[src/rtl/cpu54_ctrl_pkg.sv]
// Shared definitions for the CPU run/step controller: state encoding,
// default timing parameters and a counter-width helper.
package cpu54_ctrl_pkg;

   typedef enum logic [1:0] {
      ST_PAUSE = 2'b00,
      ST_RUN   = 2'b01,
      ST_STEP  = 2'b10
   } state_e;

   localparam int unsigned DEF_DEB_CYCLES = 32'd1000000;
   localparam int unsigned DEF_SLOW_DIV   = 32'd262144;
   localparam int unsigned DEF_FAST_DIV   = 32'd64;
   localparam int unsigned DEF_CNT_W      = 32'd32;

   // Bits needed to hold values 0..max_val, never less than one.
   function automatic int unsigned ctr_w(input int unsigned max_val);
      int unsigned w;
      w = $clog2(max_val + 32'd1);
      if (w < 32'd1) begin
         w = 32'd1;
      end else begin
         w = w;
      end
      return w;
   endfunction

endpackage

[src/rtl/btn_debounce.sv]
// Two-flop synchronizer followed by a stability counter: the debounced level
// only follows the input after DEB_CYCLES consecutive disagreeing cycles.
module btn_debounce
   import cpu54_ctrl_pkg::*;
#(
   parameter int unsigned DEB_CYCLES = DEF_DEB_CYCLES
) (
   input  logic clk_i,
   input  logic reset_i,
   input  logic async_i,
   output logic level_o
);

   localparam int unsigned CW = ctr_w(DEB_CYCLES);

   logic          sync1_q;
   logic          sync2_q;
   logic          level_q;
   logic          level_d;
   logic [CW-1:0] cnt_q;
   logic [CW-1:0] cnt_d;

   always_ff @(posedge clk_i) begin
      if (reset_i) begin
         sync1_q <= 1'b0;
         sync2_q <= 1'b0;
         level_q <= 1'b0;
         cnt_q   <= {CW{1'b0}};
      end else begin
         sync1_q <= async_i;
         sync2_q <= sync1_q;
         level_q <= level_d;
         cnt_q   <= cnt_d;
      end
   end

   // Any agreeing cycle restarts the stability window.
   always_comb begin
      level_d = level_q;
      cnt_d   = {CW{1'b0}};
      if (sync2_q == level_q) begin
         cnt_d = {CW{1'b0}};
      end else if (cnt_q == CW'(DEB_CYCLES - 32'd1)) begin
         level_d = sync2_q;
         cnt_d   = {CW{1'b0}};
      end else begin
         cnt_d = cnt_q + CW'(1);
      end
   end

   assign level_o = level_q;

endmodule

[src/rtl/cpu_step_ctrl.sv]
// Run/step controller: turns run switch, step button and speed switch into a
// single-cycle CPU clock enable and counts the retired steps.
module cpu_step_ctrl
   import cpu54_ctrl_pkg::*;
#(
   parameter int unsigned DEB_CYCLES = DEF_DEB_CYCLES,
   parameter int unsigned SLOW_DIV   = DEF_SLOW_DIV,
   parameter int unsigned FAST_DIV   = DEF_FAST_DIV,
   parameter int unsigned CNT_W      = DEF_CNT_W
) (
   input  logic             clk_in,
   input  logic             reset,
   input  logic             sw_run,
   input  logic             btn_step,
   input  logic             sw_fast,
   output logic             cpu_en,
   output logic [CNT_W-1:0] step_cnt,
   output logic [1:0]       mode
);

   localparam int unsigned PW = ctr_w((SLOW_DIV > FAST_DIV) ? SLOW_DIV : FAST_DIV);

   logic             run_db;
   logic             btn_db;
   logic             btn_db_prev_q;
   logic             step_req_q;
   logic             fast_s1_q;
   logic             fast_s2_q;
   logic             fast_prev_q;
   logic             fast_chg;
   logic [PW-1:0]    div_m1;
   logic             tick;
   state_e           state_q;
   state_e           state_d;
   logic [PW-1:0]    presc_q;
   logic [PW-1:0]    presc_d;
   logic             cpu_en_q;
   logic             cpu_en_d;
   logic [CNT_W-1:0] step_cnt_q;
   logic [CNT_W-1:0] step_cnt_d;

   btn_debounce #(.DEB_CYCLES(DEB_CYCLES)) u_run_db (
      .clk_i   (clk_in),
      .reset_i (reset),
      .async_i (sw_run),
      .level_o (run_db)
   );

   btn_debounce #(.DEB_CYCLES(DEB_CYCLES)) u_btn_db (
      .clk_i   (clk_in),
      .reset_i (reset),
      .async_i (btn_step),
      .level_o (btn_db)
   );

   assign fast_chg = fast_s2_q ^ fast_prev_q;
   assign div_m1   = fast_s2_q ? PW'(FAST_DIV - 32'd1) : PW'(SLOW_DIV - 32'd1);

   always_ff @(posedge clk_in) begin
      if (reset) begin
         fast_s1_q     <= 1'b0;
         fast_s2_q     <= 1'b0;
         fast_prev_q   <= 1'b0;
         btn_db_prev_q <= 1'b0;
         step_req_q    <= 1'b0;
         state_q       <= ST_PAUSE;
         presc_q       <= {PW{1'b0}};
         cpu_en_q      <= 1'b0;
         step_cnt_q    <= {CNT_W{1'b0}};
      end else begin
         fast_s1_q     <= sw_fast;
         fast_s2_q     <= fast_s1_q;
         fast_prev_q   <= fast_s2_q;
         btn_db_prev_q <= btn_db;
         step_req_q    <= btn_db & ~btn_db_prev_q;
         state_q       <= state_d;
         presc_q       <= presc_d;
         cpu_en_q      <= cpu_en_d;
         step_cnt_q    <= step_cnt_d;
      end
   end

   // Prescaler only runs in RUN; dropping run or a speed change kills the tick.
   always_comb begin
      state_d = state_q;
      presc_d = {PW{1'b0}};
      tick    = 1'b0;
      case (state_q)
         ST_PAUSE: begin
            if (run_db) begin
               state_d = ST_RUN;
            end else if (step_req_q) begin
               state_d = ST_STEP;
            end else begin
               state_d = ST_PAUSE;
            end
         end
         ST_STEP: begin
            state_d = ST_PAUSE;
         end
         ST_RUN: begin
            if (!run_db) begin
               state_d = ST_PAUSE;
            end else if (fast_chg) begin
               presc_d = {PW{1'b0}};
            end else if (presc_q >= div_m1) begin
               tick = 1'b1;
            end else begin
               presc_d = presc_q + PW'(1);
            end
         end
         default: begin
            state_d = ST_PAUSE;
         end
      endcase

      cpu_en_d = (state_q == ST_STEP) | tick;
      if (cpu_en_d) begin
         step_cnt_d = step_cnt_q + CNT_W'(1);
      end else begin
         step_cnt_d = step_cnt_q;
      end
   end

   assign cpu_en   = cpu_en_q;
   assign step_cnt = step_cnt_q;
   assign mode     = state_q;

endmodule

[config.mk]
export PLATFORM = sky130hd
export DESIGN_NAME = cpu_step_ctrl
export DESIGN_NICKNAME = d
export VERILOG_FILES = /design/src/rtl/cpu54_ctrl_pkg.sv /design/src/rtl/btn_debounce.sv /design/src/rtl/cpu_step_ctrl.sv
export SDC_FILE = /design/constraint.sdc
export NUM_CORES = 1
export LEC_CHECK = 0
export ABC_AREA = 1
export CAP_MARGIN = 20
export CELL_PAD_IN_SITES_DETAIL_PLACEMENT = 1
export CELL_PAD_IN_SITES_GLOBAL_PLACEMENT = 2
export CORE_MARGIN = 1.5
export CORE_UTILIZATION = 31
export DETAILED_ROUTE_END_ITERATION = 10
export PLACE_DENSITY_LB_ADDON = 0.2
export SETUP_SLACK_MARGIN = 0.05
export SYNTH_ARGS = -nofsm -noshare
export SYNTH_HDL_FRONTEND = slang
export SYNTH_SLANG_ARGS = --single-unit
[constraint.sdc]
create_clock -name clk_in -period 2.15 [get_ports clk_in]
set_clock_uncertainty 0.1 [all_clocks]
set_input_delay 0.43 -clock clk_in [delete_from_list [all_inputs] [get_ports clk_in]]
set_output_delay 0.43 -clock clk_in [all_outputs]
set_load 0.01 [all_outputs]
==> metrics.txt, run 1 <==
die area 18,730 µm²; first-pass GRT wire length around 26,000 µm; clock-pin slew on the worst setup and hold paths 0.08 ns; largest net degree at the start of global routing 45; adder-cell share of the synthesized area 0.03604; worst stage delay on the critical path 0.37 ns; worst path bufs/invs 2; pre-CTS setup slack -0.004586 ns; Core Footprint around 17,000 µm²; Clock power frac 0.458; # setup viols final 0; max frequency roughly 0.47 GHz; die height 136.9 µm; Max Slew Vio Count 0; combinational fraction of design power 0.021; #FFs+latches synth about 110; H-tree levels 3; Sw Share 0.2381; routed wire length on met3 a little over 400 µm; ys flop type dfxtp_1; # fillers 2,159; initial antenna violation count 0; Overall Global Routing Usage 0.1750; IO Pins 40; Worst-Skew Late Latency 0.36 ns; relative slew slack 0.6478; Total Power around 3.7 mW; area grow syn2layout 26.31%; CP Data Arrival Time 2.25 ns; vias in the first global route 5,356; Final Hold Fails 0; Post-synth EDFFs 0; antenna cell count 0; Port-buffer cells 39; Worst setup startpoint fast_s2_q; main combinational cell family by area after synthesis simple AND/OR/NAND/NOR gates; ranking of synthesized cells by area dfxtp_1 (38%), nand2_1 (12%), nor2_1 (6.4%), inv_1 (5.7%), nand3_1 (5.3%); Routed WL 16,300 µm; slowest CP cell dfxtp_4; Max IR drop VDD 0.0004029 V; Mapped Cells 775; RSZ-0062 raised after global routing yes; DR vias/cell 4.898; largest buffer count on any clock path 2; DPL Wire Length ~11,000 µm; RR Startpoint fast_s2_q; Die W 136.9 µm; yosys warns 0; final routed DRC violation total 0; register share of total power 0.522; met1 WL 7789 µm; RePlAce Congestion approximately 0.81; switching pwr between 0.8 and 0.9 mW; pwr/cell area 533.7 nW/µm²; crit path launch type flop; post-route minimum period 2.118 ns; Slew @ Worst Pin 0.5283 ns; met2 wire len 7933 µm; dominant cell type by area after synthesis dfxtp_1; CP Class reg2reg; clock sink count between 100 and 150; initial DRC count 198; crit path cell chain clkbuf_16 > ha_4 > nand2_1 > nand2_1 > nand2_2 > a21oi_2 > nor2_2 > nand3_4 > nand2_8 > nand2_8 > clkbuf_16 > nand2_1 > a21oi_2; hold buffer count at cts 0; Hold Crit Start fast_s1_q; CP dominant cell by count nand2_1; multi-input logic area 3302 µm²; post-synthesis mux area share 0; worst-path maximum fanout 8; Top Metal Used met4; vias just over 5k; CP endpoint kind flop; Yosys top cell area share 0.3785; TritonRoute pass-1 iters 4; sequential area share after synthesis 0.3785; Post-Synth XOR/XNOR Area 0.07096; synthesized area per cell 7.167 µm²; Compound-Gate Fraction of Synth Area 0.07367; Mapped Area 5554 µm²; internal power 2.853 mW; class of the worst hold path reg2reg; Final WS setup 0.03195 ns; # rows 48; post-synthesis simple-gate area fraction 0.3611; Worst path top cell family by delay simple AND/OR/NAND/NOR gates; layout cell share with drive strength beyond 1 0.1483; final net count 852; Yosys cell types 40; outcome finished clean; antenna-violating nets left 0; GRT Residual Overflow 0; Max-Cap Viols 0; Initial Utilization 0.3189; Worst R2R Setup Slack 0.03 ns; FF/Latch Area approximately 2100 µm²; leakage 2.460 nW; Final Cycle Share 0.9851; CTS root buffer clkbuf_16; WL/cell 15.36 µm; CTS Buf Count 9; Async S/R FF share, synth 0; syn_nets slightly below 800; CTS tree built; Critical Path RT about 2.3 ns
Yosys cell counts, types with 5 or more instances:
master / number
nor2_4: 6
nor2_2: 7
xnor2_1: 13
inv_1: 85
xor2_1: 32
o21ai_0: 5
nand3_2: 5
dfxtp_1: 105
a21oi_1: 52
nand4_1: 10
nand3_1: 59
nor3_1: 37
nor3b_1: 12
nor2_1: 94
a21oi_2: 6
clkbuf_1: 10
ha_1: 16
nand2_1: 178
routing by layer:
layer | vias to the layer above | track usage
li1 | 2609 | -
met1 | 2520 | 0.2283
met2 | 53 | 0.2959
met3 | 15 | 0.03519
met4 | 0 | 0.04269
met5 | - | 0
area by class of cell:
class,count,area share
Clock inverter,5,0.006599
Tap cell,225,0.04013
Sequential cell,105,0.3003
Clock buffer,11,0.03603
Inverter,88,0.04744
Timing Repair Buffer,63,0.09881
Multi-Input combinational cell,564,0.4707
final timing paths:
kind | to | depth (start not counted)
max | step_cnt[11] | 13
min | fast_s2_q | 2
max reg2reg | step_cnt[11] | 13
min reg2reg | fast_s2_q | 2
kinds of logic (layout without fill, tap and decap cells):
kind of cell	count (synthesis)	after routing
flops	105	105
xor+xnor	45	45
buf+inv	106	167
fa+ha+maj	16	16
simple gates	430	430
compound gates	73	73
flip-flops by register name, indices dropped and copies added, names as in the netlist, 2 cells and up:
signal	flops
step_cnt	32
u_btn_db.cnt_q	20
u_run_db.cnt_q	20
presc_q	19
mode	2
what timing repair did:
item                       CTS  global route
buffers inserted             0             1
resized for setup            5            53
gates cloned                 1             4
setup endpoints to repair   32            54
pin swaps                    0            16
cell usage in the layout (no fill, tap or decap), types with 16 or more instances in the layout:
cell	instances
buf_4	16
clkdlybuf4s50_1	38
a21oi_1	46
inv_1	85
nor3_1	37
nand3_1	58
dfxtp_1	103
nand2_1	165
nor2_1	86
xor2_1	32
through the flow:
step | TNS (ns) | hold slack, ns | cell area (µm²) | utilization | instances
after floorplan | 0 | 0.2760 | 5554 | - | 775
final | 0 | 0.3064 | 7015 | 0.4028 | 1061
after global placement | 0 | 0.2818 | 6281 | 0.3606 | 1039
after CTS | 0 | 0.3119 | 6628 | 0.3805 | 1056
after detailed placement | -0.004586 | 0.3011 | 6281 | 0.3606 | 1039
after global routing | -1.747 | 0.3228 | 7015 | 0.4028 | 1061
power by group through the flow:
stage / registers (mW) / logic [mW] / clock network, mW
finish: 1.95 / 0.0779 / 1.71
global route: 1.95 / 0.0862 / 1.85
CTS: 1.95 / 0.0607 / 1.78
detailed placement: 2.00 / 0.0587 / 0
global placement: 2.00 / 0.0560 / 0
floorplan: 2.00 / 0.0323 / 0
worst register-to-register path: stages (launching register included):
cell and delay [ns]:
dfxtp_4 0.37, clkbuf_16 0.17, ha_4 0.25, nand2_1 0.08, nand2_1 0.07, nand2_2 0.07
a21oi_2 0.06, nor2_2 0.13, nand3_4 0.13, nand2_8 0.14, nand2_8 0.10, clkbuf_16 0.20
nand2_1 0.08, a21oi_2 0.05
Note: power is estimated with default switching activity, not from simulation.
==> run 2, diff against run 1 <==
--- a/config.mk
+++ b/config.mk
@@ -12,8 +12,10 @@
 export CORE_MARGIN = 1.5
 export CORE_UTILIZATION = 31
 export DETAILED_ROUTE_END_ITERATION = 10
-export PLACE_DENSITY_LB_ADDON = 0.2
+export PLACE_DENSITY_LB_ADDON = 0.05
+export REMOVE_ABC_BUFFERS = 1
 export SETUP_SLACK_MARGIN = 0.05
 export SYNTH_ARGS = -nofsm -noshare
 export SYNTH_HDL_FRONTEND = slang
 export SYNTH_SLANG_ARGS = --single-unit
+export TNS_END_PERCENT = 100
==> run 2 against run 1 <==
Compared with the run above:
- the flow now finishes with violations (negative setup slack)
- global-route usage about the same
- clock-buffer cell count is 2 lower
- sequential power about the same
- combinational power is 3.5% higher
==> metrics.txt, run 2 (synthesized netlist as in run 1, its figures left out) <==
outcome finished, violations left; failing checks negative setup slack; # rows between 40 and 50; Max IR drop VDD 0.0004126 V; final instance area 7020 µm²; CTS root buffer clkbuf_16; H-tree levels 3; # fillers 2,133; hold depth 1; RePlAce Congestion 0.7899; Max-Cap Viols 0; relative slew slack 0.6005; RSZ-0062 raised after global routing yes; Core Footprint 17,420 µm²; Final Cycle Share 1.002; worst-path maximum fanout 7; antenna cell count 0; Core Util, Final 0.4031; first-pass GRT wire length 25,540 µm; initial antenna violation count 0; largest net degree at the start of global routing 45; TritonRoute pass-1 iters 4; Total Power around 3.7 mW; Die W 136.9 µm; vias 5,110; Routed WL 16,120 µm; CTS tree built; clock-pin slew on the worst setup and hold paths 0.08 ns; Final Hold Fails 0; antenna-violating nets left 0; Overall Global Routing Usage 0.1745; vias in the first global route 5,129; Clock power frac 0.445; commonest non-fill, non-tap cell in the layout nand2_1; DR vias/cell 4.825; met2 usage 0.2895; RR Startpoint fast_s2_q; Worst Reg-to-Reg Cells 13; die height 136.9 µm; met3 GRT Util 0.03370; Max Slew Vio Count 0; IO Pins 40; # setup viols final 1; class of the worst hold path reg2reg; grt met1 use 0.2325; Worst R2R Setup Slack -0.005 ns; CTS Buf Count 9; Critical Path RT 2.27 ns; register share of total power 0.533; Total Neg Setup Slack -0.004818 ns; most frequent cells in the layout nand2_1 (166), dfxtp_1 (103), nor2_1 (86); clock sink count 105; leakage about 2.4 nW; Worst-Skew Late Latency 0.36 ns; pre-CTS setup slack 0.01197 ns; post-route minimum period 2.155 ns; placed instance area about 6300 µm²; final routed DRC violation total 0; Worst setup startpoint fast_s2_q; gr busiest metal met2; CP Data Arrival Time 2.28 ns; WL/cell ~15 µm; GRT Residual Overflow 0; switching pwr 0.8823 mW; die area 18,730 µm²; hold buffer count at cts 0; DPL Wire Length 11,370 µm; CP endpoint kind flop; multi-input logic area ~3300 µm²; Sw Share 0.2410; Hold Crit Start btn_db_prev_q; Final WS setup -0.004818 ns; internal power 2.778 mW; crit path launch type flop; Largest register FFs 32; layout cell share with drive strength beyond 1 0.1571; area grow syn2layout 26.40%; CP Class reg2reg; max frequency ~0.46 GHz; largest buffer count on any clock path 2; Port-buffer cells 39; pwr/cell area 521.4 nW/µm²; Critical R2R Capture step_cnt[10]; Initial Utilization 0.3189; initial DRC count 150; Slew @ Worst Pin 0.5992 ns; combinational fraction of design power 0.022; CP Capture Point step_cnt[10]; FF/Latch Area roughly 2100 µm²; final net count 850
run 2: layer usage:
layer / vias to the layer above / wire length, µm
li1: 2601 / -
met1: 2445 / 7893
met2: 49 / 7623
met3: 15 / 378
met4: 0 / 224
met5: - / 0
run 2: repair_timing:
item	4_1_cts	5_1_grt
pin swaps	0	17
gates cloned	0	4
gates resized for setup	2	66
buffers inserted	0	1
endpoints found under the setup margin	29	53
run 2: final cells by class:
cell class,count,area share
tap,225,0.04010
clock inverter,7,0.007664
timing repair buffer,61,0.09606
clock buffer,9,0.03208
sequential,105,0.3001
inverter,88,0.04741
multi-input combinational,564,0.4766
run 2: worst max-delay path, cell delays in order, from the launching register on:
cell       delay [ns]
dfxtp_4          0.38
buf_12           0.15
ha_4             0.22
nand2_1          0.09
inv_1            0.07
o21bai_1         0.14
nand3_1          0.10
nand2_1          0.11
nand3_4          0.12
nand2_8          0.14
nand2_8          0.10
clkbuf_16        0.19
nand2_1          0.07
a21oi_1          0.06
run 2: metrics by stage:
step | hold slack (ns) | std cells
global route | 0.3203 | 1059
finish | 0.2963 | 1059
global placement | 0.2847 | 1038
floorplan | 0.2743 | 757
CTS | 0.3023 | 1054
detailed placement | 0.2915 | 1038
run 2: how the worst min path moves through the flow:
stage / to / slack (ns)
after floorplan: step_req_q / 0.27
after global placement: step_req_q / 0.28
after detailed placement: step_req_q / 0.29
after CTS: step_req_q / 0.30
after global routing: step_req_q / 0.32
final: step_req_q / 0.30
run 2: power by group through the flow:
stage               combinational, mW  clock [mW]  sequential (mW)
global placement               0.0588           0             2.00
global route                   0.0895        1.77             1.95
finish                         0.0806        1.63             1.95
floorplan                      0.0201           0             2.00
CTS                            0.0614        1.72             1.95
detailed placement             0.0608           0             2.00
